--- src/rtl/id_ex_stage_reg_pkg.sv ---
// Shared core definitions for the ID/EX stage: datapath widths, control-bus
// bit layout and the bubble constants used when the EX slot is emptied.
package core_pkg;

    localparam int XLEN   = 32;
    localparam int CTRL_W = 12;

    // Control bus bit positions
    localparam int CTRL_REGWRITE = 0;
    localparam int CTRL_MEMREAD  = 1;
    localparam int CTRL_MEMWRITE = 2;
    localparam int CTRL_MEMTOREG = 3;
    localparam int CTRL_ALUSRC   = 4;
    localparam int CTRL_BRANCH   = 5;
    localparam int CTRL_JAL      = 6;
    localparam int CTRL_JALR     = 7;
    localparam int CTRL_ALUOP_LO = 8;
    localparam int CTRL_ALUOP_HI = 10;
    localparam int CTRL_USES_RS  = 11;

    localparam logic [CTRL_W-1:0] BUBBLE_CTRL = '0;

    // Full EX-slot register image
    typedef struct packed {
        logic              valid;
        logic [4:0]        rs1;
        logic [4:0]        rs2;
        logic [4:0]        rd;
        logic [XLEN-1:0]   pc;
        logic [XLEN-1:0]   imm;
        logic [XLEN-1:0]   rs1_data;
        logic [XLEN-1:0]   rs2_data;
        logic [CTRL_W-1:0] ctrl;
    } ex_regs_t;

    // Zero indices mean no forwarding match and no regwrite downstream
    localparam ex_regs_t BUBBLE_REGS = '0;

endpackage

--- src/rtl/id_ex_stage_reg_if.sv ---
// ID/EX stage bus: ID-side operands/control in, EX-side registered fields out.
// master = the ID/control side driving the stage, slave = the stage register.
interface id_ex_stage_reg_if
    import core_pkg::*;
#(
    parameter int XW = XLEN,
    parameter int CW = CTRL_W
);
    logic          i_stall;
    logic          i_flush;
    logic          id_valid;
    logic [XW-1:0] id_pc;
    logic [4:0]    id_rs1;
    logic [4:0]    id_rs2;
    logic [4:0]    id_rd;
    logic [XW-1:0] id_rs1_data;
    logic [XW-1:0] id_rs2_data;
    logic [XW-1:0] id_imm;
    logic [CW-1:0] id_ctrl;
    logic          wb_regwrite;
    logic [4:0]    wb_rd;
    logic [XW-1:0] wb_data;

    logic          ex_valid;
    logic [4:0]    ID_EX_rs1;
    logic [4:0]    ID_EX_rs2;
    logic [4:0]    ex_rd;
    logic [XW-1:0] ex_pc;
    logic [XW-1:0] ex_imm;
    logic [XW-1:0] ex_rs1_data;
    logic [XW-1:0] ex_rs2_data;
    logic [CW-1:0] ex_ctrl;
    logic          o_load_use_stall;

    modport master (
        output i_stall, i_flush, id_valid, id_pc, id_rs1, id_rs2, id_rd,
               id_rs1_data, id_rs2_data, id_imm, id_ctrl,
               wb_regwrite, wb_rd, wb_data,
        input  ex_valid, ID_EX_rs1, ID_EX_rs2, ex_rd, ex_pc, ex_imm,
               ex_rs1_data, ex_rs2_data, ex_ctrl, o_load_use_stall
    );

    modport slave (
        input  i_stall, i_flush, id_valid, id_pc, id_rs1, id_rs2, id_rd,
               id_rs1_data, id_rs2_data, id_imm, id_ctrl,
               wb_regwrite, wb_rd, wb_data,
        output ex_valid, ID_EX_rs1, ID_EX_rs2, ex_rd, ex_pc, ex_imm,
               ex_rs1_data, ex_rs2_data, ex_ctrl, o_load_use_stall
    );
endinterface

--- src/rtl/id_ex_stage_reg_load_use_detect.sv ---
// Pure combinational load-use hazard equation. Kept standalone so the
// hazard unit can reuse it. A load to x0 never counts as a hazard.
module load_use_detect (
    input  logic       ex_valid,
    input  logic       ex_memread,
    input  logic [4:0] ex_rd,
    input  logic       id_valid,
    input  logic       id_uses_rs,
    input  logic [4:0] id_rs1,
    input  logic [4:0] id_rs2,
    output logic       lu
);
    assign lu = ex_valid & ex_memread & (ex_rd != 5'd0) & id_valid & id_uses_rs
              & ((ex_rd == id_rs1) | (ex_rd == id_rs2));
endmodule

--- src/rtl/id_ex_stage_reg.sv ---
// ID/EX pipeline register of the RV32I core. Captures ID operands/control,
// inserts a single bubble on load-use, honours global stall and branch flush.
// Optional: define IDEX_WB_BYPASS_EN to forward the WB write into the captured
// operands (for a read-first register file); otherwise wb_* are ignored.
module id_ex_stage_reg
    import core_pkg::*;
(
    input  logic              clk,
    input  logic              rst_n,
    id_ex_stage_reg_if.slave  bus
);
    ex_regs_t ex_q;
    ex_regs_t cap;
    logic     lu;

    load_use_detect u_lud (
        .ex_valid   (ex_q.valid),
        .ex_memread (ex_q.ctrl[CTRL_MEMREAD]),
        .ex_rd      (ex_q.rd),
        .id_valid   (bus.id_valid),
        .id_uses_rs (bus.id_ctrl[CTRL_USES_RS]),
        .id_rs1     (bus.id_rs1),
        .id_rs2     (bus.id_rs2),
        .lu         (lu)
    );

    // Next EX image on a normal capture; an invalid ID slot captures as a bubble
    always_comb begin
        cap = BUBBLE_REGS;
        if (bus.id_valid) begin
            cap.valid    = 1'b1;
            cap.rs1      = bus.id_rs1;
            cap.rs2      = bus.id_rs2;
            cap.rd       = bus.id_rd;
            cap.pc       = bus.id_pc;
            cap.imm      = bus.id_imm;
            cap.rs1_data = bus.id_rs1_data;
            cap.rs2_data = bus.id_rs2_data;
            cap.ctrl     = bus.id_ctrl;
`ifdef IDEX_WB_BYPASS_EN
            if (bus.wb_regwrite && (bus.wb_rd != 5'd0) && (bus.wb_rd == bus.id_rs1))
                cap.rs1_data = bus.wb_data;
            if (bus.wb_regwrite && (bus.wb_rd != 5'd0) && (bus.wb_rd == bus.id_rs2))
                cap.rs2_data = bus.wb_data;
`endif
        end
    end

`ifndef IDEX_WB_BYPASS_EN
    // Write-first register file: the WB port is not consulted here
    logic unused_wb;
    assign unused_wb = ^{bus.wb_regwrite, bus.wb_rd, bus.wb_data};
`endif

    // Stage register: reset > stall(hold) > flush/load-use(bubble) > capture
    always_ff @(posedge clk) begin
        if (!rst_n)
            ex_q <= BUBBLE_REGS;
        else if (bus.i_stall)
            ex_q <= ex_q;
        else if (bus.i_flush || lu)
            ex_q <= BUBBLE_REGS;
        else
            ex_q <= cap;
    end

    assign bus.ex_valid    = ex_q.valid;
    assign bus.ID_EX_rs1   = ex_q.rs1;
    assign bus.ID_EX_rs2   = ex_q.rs2;
    assign bus.ex_rd       = ex_q.rd;
    assign bus.ex_pc       = ex_q.pc;
    assign bus.ex_imm      = ex_q.imm;
    assign bus.ex_rs1_data = ex_q.rs1_data;
    assign bus.ex_rs2_data = ex_q.rs2_data;
    assign bus.ex_ctrl     = ex_q.ctrl;

    // A flushed consumer is killed anyway, so it must not freeze the front end
    assign bus.o_load_use_stall = rst_n & lu & ~bus.i_flush;

endmodule

--- src/flat_wrapper.sv ---
// flat-port wrapper written by rule: the top's interface ports become plain ports
module id_ex_stage_reg_flat import core_pkg::*;
  (clk, rst_n, bus_i_stall, bus_i_flush, bus_id_valid, bus_id_pc, bus_id_rs1, bus_id_rs2, bus_id_rd, bus_id_rs1_data, bus_id_rs2_data, bus_id_imm, bus_id_ctrl, bus_wb_regwrite, bus_wb_rd, bus_wb_data, bus_ex_valid, bus_ID_EX_rs1, bus_ID_EX_rs2, bus_ex_rd, bus_ex_pc, bus_ex_imm, bus_ex_rs1_data, bus_ex_rs2_data, bus_ex_ctrl, bus_o_load_use_stall);
  id_ex_stage_reg_if bus_i ();
  input  logic clk;
  input  logic rst_n;
  input wire logic [$bits(bus_i.i_stall)-1:0] bus_i_stall;
  input wire logic [$bits(bus_i.i_flush)-1:0] bus_i_flush;
  input wire logic [$bits(bus_i.id_valid)-1:0] bus_id_valid;
  input wire logic [$bits(bus_i.id_pc)-1:0] bus_id_pc;
  input wire logic [$bits(bus_i.id_rs1)-1:0] bus_id_rs1;
  input wire logic [$bits(bus_i.id_rs2)-1:0] bus_id_rs2;
  input wire logic [$bits(bus_i.id_rd)-1:0] bus_id_rd;
  input wire logic [$bits(bus_i.id_rs1_data)-1:0] bus_id_rs1_data;
  input wire logic [$bits(bus_i.id_rs2_data)-1:0] bus_id_rs2_data;
  input wire logic [$bits(bus_i.id_imm)-1:0] bus_id_imm;
  input wire logic [$bits(bus_i.id_ctrl)-1:0] bus_id_ctrl;
  input wire logic [$bits(bus_i.wb_regwrite)-1:0] bus_wb_regwrite;
  input wire logic [$bits(bus_i.wb_rd)-1:0] bus_wb_rd;
  input wire logic [$bits(bus_i.wb_data)-1:0] bus_wb_data;
  output wire logic [$bits(bus_i.ex_valid)-1:0] bus_ex_valid;
  output wire logic [$bits(bus_i.ID_EX_rs1)-1:0] bus_ID_EX_rs1;
  output wire logic [$bits(bus_i.ID_EX_rs2)-1:0] bus_ID_EX_rs2;
  output wire logic [$bits(bus_i.ex_rd)-1:0] bus_ex_rd;
  output wire logic [$bits(bus_i.ex_pc)-1:0] bus_ex_pc;
  output wire logic [$bits(bus_i.ex_imm)-1:0] bus_ex_imm;
  output wire logic [$bits(bus_i.ex_rs1_data)-1:0] bus_ex_rs1_data;
  output wire logic [$bits(bus_i.ex_rs2_data)-1:0] bus_ex_rs2_data;
  output wire logic [$bits(bus_i.ex_ctrl)-1:0] bus_ex_ctrl;
  output wire logic [$bits(bus_i.o_load_use_stall)-1:0] bus_o_load_use_stall;
  assign bus_i.i_stall = bus_i_stall;
  assign bus_i.i_flush = bus_i_flush;
  assign bus_i.id_valid = bus_id_valid;
  assign bus_i.id_pc = bus_id_pc;
  assign bus_i.id_rs1 = bus_id_rs1;
  assign bus_i.id_rs2 = bus_id_rs2;
  assign bus_i.id_rd = bus_id_rd;
  assign bus_i.id_rs1_data = bus_id_rs1_data;
  assign bus_i.id_rs2_data = bus_id_rs2_data;
  assign bus_i.id_imm = bus_id_imm;
  assign bus_i.id_ctrl = bus_id_ctrl;
  assign bus_i.wb_regwrite = bus_wb_regwrite;
  assign bus_i.wb_rd = bus_wb_rd;
  assign bus_i.wb_data = bus_wb_data;
  assign bus_ex_valid = bus_i.ex_valid;
  assign bus_ID_EX_rs1 = bus_i.ID_EX_rs1;
  assign bus_ID_EX_rs2 = bus_i.ID_EX_rs2;
  assign bus_ex_rd = bus_i.ex_rd;
  assign bus_ex_pc = bus_i.ex_pc;
  assign bus_ex_imm = bus_i.ex_imm;
  assign bus_ex_rs1_data = bus_i.ex_rs1_data;
  assign bus_ex_rs2_data = bus_i.ex_rs2_data;
  assign bus_ex_ctrl = bus_i.ex_ctrl;
  assign bus_o_load_use_stall = bus_i.o_load_use_stall;
  id_ex_stage_reg u_core (.clk(clk), .rst_n(rst_n), .bus(bus_i));
endmodule
--- config.mk ---
export PLATFORM = sky130hd
export DESIGN_NAME = id_ex_stage_reg_flat
export DESIGN_NICKNAME = d
export VERILOG_FILES = /design/src/rtl/id_ex_stage_reg_pkg.sv /design/src/rtl/id_ex_stage_reg_if.sv /design/src/rtl/id_ex_stage_reg_load_use_detect.sv /design/src/rtl/id_ex_stage_reg.sv /design/src/flat_wrapper.sv
export SDC_FILE = /design/constraint.sdc
export NUM_CORES = 1
export LEC_CHECK = 0
export ABC_AREA = 0
export CORE_AREA = 2 2 140 142
export DETAILED_ROUTE_END_ITERATION = 10
export DIE_AREA = 0 0 142 144
export PLACE_DENSITY = 0.75
export SLEW_MARGIN = 40
export SYNTH_ARGS = -nofsm -noshare
export SYNTH_HDL_FRONTEND = slang
export SYNTH_HIERARCHICAL = 1
export SYNTH_SLANG_ARGS = --single-unit
--- constraint.sdc ---
create_clock -name clk -period 3.3 [get_ports clk]
set_clock_uncertainty 0.2 [all_clocks]
set_input_delay 0.33 -clock clk [delete_from_list [all_inputs] [get_ports clk]]
set_output_delay 0.33 -clock clk [all_outputs]
set_load 0.005 [all_outputs]
==> qor_table.md <==
| Stage | Result | Reported |
| --- | --- | --- |
| floorplan | Die H | 144 µm |
| final layout | Layout cell share with drive strength beyond 1 | 0.218 |
| yosys | Number of distinct library cells after synthesis | 21 |
| yosys | Area share of the largest cell type after synthesis | 0.431 |
| yosys | Post-synthesis average cell area | 13.0 µm² |
| clock network | Number of levels the H-tree was split into | 4 |
| global route | Grt ovf | 0 |
| global route | Total global-route track usage | 0.184 |
| clock network | Resized Gates After CTS | 0 |
| yosys | Syn Inst Count | 559 |
| sta | Slew @ Worst Pin | 0.823 ns |
| final layout | Number of fillers in the final layout | 1702 |
| floorplan | Placeable core region | 19100 µm² |
| clock network | Number of buffers on the longest clock path | 2 |
| floorplan | Number of placement rows | 51 |
| clock network | Post-CTS clock slew at the launch and capture registers of the worst setup and hold paths | 0.07 ns |
| clock network | Clock Root Buffer | sky130_fd_sc_hd__clkbuf_16 |
| final layout | Commonest cells after routing, fill and taps aside | sky130_fd_sc_hd__clkdlybuf4s50_1 (315), sky130_fd_sc_hd__dfxtp_1 (156), sky130_fd_sc_hd__mux2i_1 (155) |
| pwr | Internal Pwr Total | 3630 µW |
| yosys | Flop and latch count out of synthesis | 156 |
| pwr | Total power | 4840 µW |
| sta | Setup tns final | 0 ns |
| final layout | Net count of the finished layout | 1034 |
| sta | Worst slew margin relative to its limit | 0.451 |
| clock network | Cts-stage hold buffer count | 0 |
| floorplan | Die width | 142 µm |
| sta | Count of final setup violators | 0 |
| floorplan | Starting density of the core | 0.380 |
| sta | Number of endpoints with negative hold slack in the final report | 0 |
| yosys | Cell area after technology mapping | 7250 µm² |
| worst setup path | Data required time of the worst path | 2.77 ns |
| final layout | Synth-to-layout area growth | 51.1% |
| global route | Global-route wire length before repair | 29700 µm |
| worst setup path | Critical path fanouts, max | 5 |
| route | Post-detailed-route via-to-cell ratio | 5.07 |
| floorplan | Floorplan die area | 20400 µm² |
| yosys | Top cells by area, synth | sky130_fd_sc_hd__dfxtp_1 (43%), sky130_fd_sc_hd__a211oi_2 (24%), sky130_fd_sc_hd__mux2i_1 (21%) |
| placement | I/O Buffers | 316 |
| sta | Ratio of final minimum period to clock period | 0.887 |
| worst setup path | Worst EP arrival | 2.40 ns |
| global route | Maximum number of pins on one net before global-route repair | 79 |
| route | Via total after detailed routing | 5508 |
| placement | Area post-placement | 10400 µm² |
| pwr | VDD IR max | 0.000327 V |
| pwr | Leakage Power | 0.00396 µW |
| pwr | Sw Ratio | 0.250 |
| clock network | Skew-Pair Late Insertion Delay | 0.41 ns |
| sta | Time the worst path needs with I/O delays and setup | 2.93 ns |
| global route | Number of global-route vias before repair | 5447 |
| clock network | TritonCTS clock tree | done |
| outcome | Outcome | finished, final reports clean |
| route | 1st-pass router iterations | 4 |
| final layout | Most common library cell in the layout ignoring fill and taps | sky130_fd_sc_hd__clkdlybuf4s50_1 |
| route | Iteration-0 DRC Markers | 196 |
| sta | Maximum frequency from static timing analysis | 342 MHz |
| pwr | Combinational cell fraction of total power | 0.168 |
| yosys | YS warnings | 6 |
| clock network | CTS Buf Count | 17 |
| sta | Final Max Tran Viols | 0 |
| pwr | Relative contribution of sequential cells to total power | 0.416 |
| final layout | Area of all placed cells without fillers | 10900 µm² |
| route | Wire length per cell after detailed routing | 18.1 µm |
| worst setup path | Type of the worst setup path | flip-flop to output port |
| clock network | TritonCTS Sinks | 156 |
| global route | Number of antenna violations at the first check in global routing | 0 |
| yosys | Biggest area consumer among synthesized cells | sky130_fd_sc_hd__dfxtp_1 |
| pwr | Total power divided by cell area | 442 nW/µm² |
| worst setup path | Endpoint type of the worst setup path | output port |
| yosys | Post-synthesis net count | 757 |
| placement | Placed cells | 1055 |
| route | Routed Antenna Nets | 0 |
| placement | Routability congestion estimate from global placement | 0.727 |
| yosys | Portion of the post-synthesis area used by sequential elements | 0.431 |
| final layout | Final cell count without fillers | 1086 |
| worst hold path | Worst min-delay path category | flip-flop to flip-flop |
| sta | Unrepaired setup endpoints after global routing | no |
| clock network | Post-CTS setup-driven buffer insertion count | 0 |
| run | Max_cap viols | 0 |
| route | DRC violation count after routing | 0 |
| floorplan | Count of pins on the block boundary | 355 |
| pwr | Clock power frac | 0.416 |
| placement | HPWL reported at the end of detailed placement | 12800 µm |
| pwr | Power dissipated by switching net loads | 1210 µW |
| worst setup path | Launching element type of the critical path | flip-flop |
| final layout | Antenna cells | 0 |
| route | Wire length after detailed routing | 19600 µm |
==> power groups by stage <==
stage	registers, µW	clock network (µW)	logic (µW)
3_5_place_dp	2050	0	819
5_1_grt	2020	2150	868
4_1_cts	2010	2070	822
3_3_place_gp	2050	0	816
2_1_floorplan	2060	0	416
6_report	2010	2010	813
==> registers in the layout, summed over array words and instances, names as in the netlist <==
| name | flops |
|---|---|
| u_core/bus.ID_EX_rs1 | 5 |
| u_core/bus.ID_EX_rs2 | 5 |
| u_core/bus.ex_ctrl | 12 |
| u_core/bus.ex_imm | 32 |
| u_core/bus.ex_pc | 32 |
| u_core/bus.ex_rd | 5 |
| u_core/bus.ex_rs1_data | 32 |
| u_core/bus.ex_rs2_data | 32 |
| u_core/bus.ex_valid | 1 |
==> cell usage after synthesis <==
cell type                    n
sky130_fd_sc_hd__a211oi_1   16
sky130_fd_sc_hd__a211oi_2  140
sky130_fd_sc_hd__a221oi_2    1
sky130_fd_sc_hd__buf_1       1
sky130_fd_sc_hd__buf_12     11
sky130_fd_sc_hd__buf_2      28
sky130_fd_sc_hd__buf_4       5
sky130_fd_sc_hd__buf_6       5
sky130_fd_sc_hd__clkbuf_1   19
sky130_fd_sc_hd__dfxtp_1   156
sky130_fd_sc_hd__inv_1       2
sky130_fd_sc_hd__mux2i_1   155
sky130_fd_sc_hd__nand3_1     2
sky130_fd_sc_hd__nand4_1     1
sky130_fd_sc_hd__nor2_1      1
sky130_fd_sc_hd__nor2b_1     1
sky130_fd_sc_hd__nor3_1      3
sky130_fd_sc_hd__nor3b_1     1
sky130_fd_sc_hd__or3b_4      1
sky130_fd_sc_hd__xnor2_1     4
sky130_fd_sc_hd__xor2_1      6
==> metal layers <==
| layer | wire length (µm) | GRT usage | up-vias |
|---|---|---|---|
| li1 | - | - | 2668 |
| met1 | 8240 | 0.219 | 2609 |
| met2 | 9300 | 0.305 | 215 |
| met3 | 1810 | 0.0791 | 16 |
| met4 | 270 | 0.0479 | 0 |
| met5 | 0 | 0 | - |
==> worst paths after layout <==
kind                               start                    endpoint  slack (ns)  depth (start not counted)
setup reg to reg     u_core/bus.ex_rd[0]  u_core/bus.ex_rs2_data[30]        0.90                          7
hold / removal    u_core/bus.ex_ctrl[11]      u_core/bus.ex_ctrl[11]        0.34                          2
setup / recovery     u_core/bus.ex_rd[0]        bus_o_load_use_stall        0.37                          6
hold reg to reg   u_core/bus.ex_ctrl[11]      u_core/bus.ex_ctrl[11]        0.34                          2
==> area by class of cell <==
type	count	area, µm²	share of cell area
sequential	156	3120	0.285
timing repair buffer	327	3320	0.304
multi-input combinational	332	3590	0.328
tap	238	298	0.0272
clock buffer	19	433	0.0395
clock inverter	12	163	0.0149
inverter	2	20.0	0.00183
==> critical path: stages (launching register included) <==
cell and delay (ns):
sky130_fd_sc_hd__dfxtp_1 0.49, sky130_fd_sc_hd__xor2_1 0.12, sky130_fd_sc_hd__nor3_1 0.18, sky130_fd_sc_hd__nand3_1 0.12
sky130_fd_sc_hd__a221oi_2 0.29, sky130_fd_sc_hd__nor3b_1 0.23, sky130_fd_sc_hd__clkdlybuf4s50_1 0.54
==> cell families after synthesis <==
| family | synth area share |
|---|---|
| AND/OR/NAND/NOR | 0.00829 |
| XOR/XNOR | 0.0121 |
| buffers and inverters | 0.0741 |
| flip-flops | 0.431 |
| AO/OA/AOI/OAI | 0.260 |
| multiplexers | 0.214 |
==> stage by stage <==
step / hold WS, ns / setup WS (ns) / utilization
3_5_place_dp: 0.328 / 0.448 / 0.543
2_1_floorplan: 0.315 / 1.34 / -
3_3_place_gp: 0.325 / 0.436 / 0.543
5_1_grt: 0.346 / 0.218 / 0.574
4_1_cts: 0.326 / 0.318 / 0.574
6_report: 0.340 / 0.373 / 0.574
(Power assumes the default switching activity.)
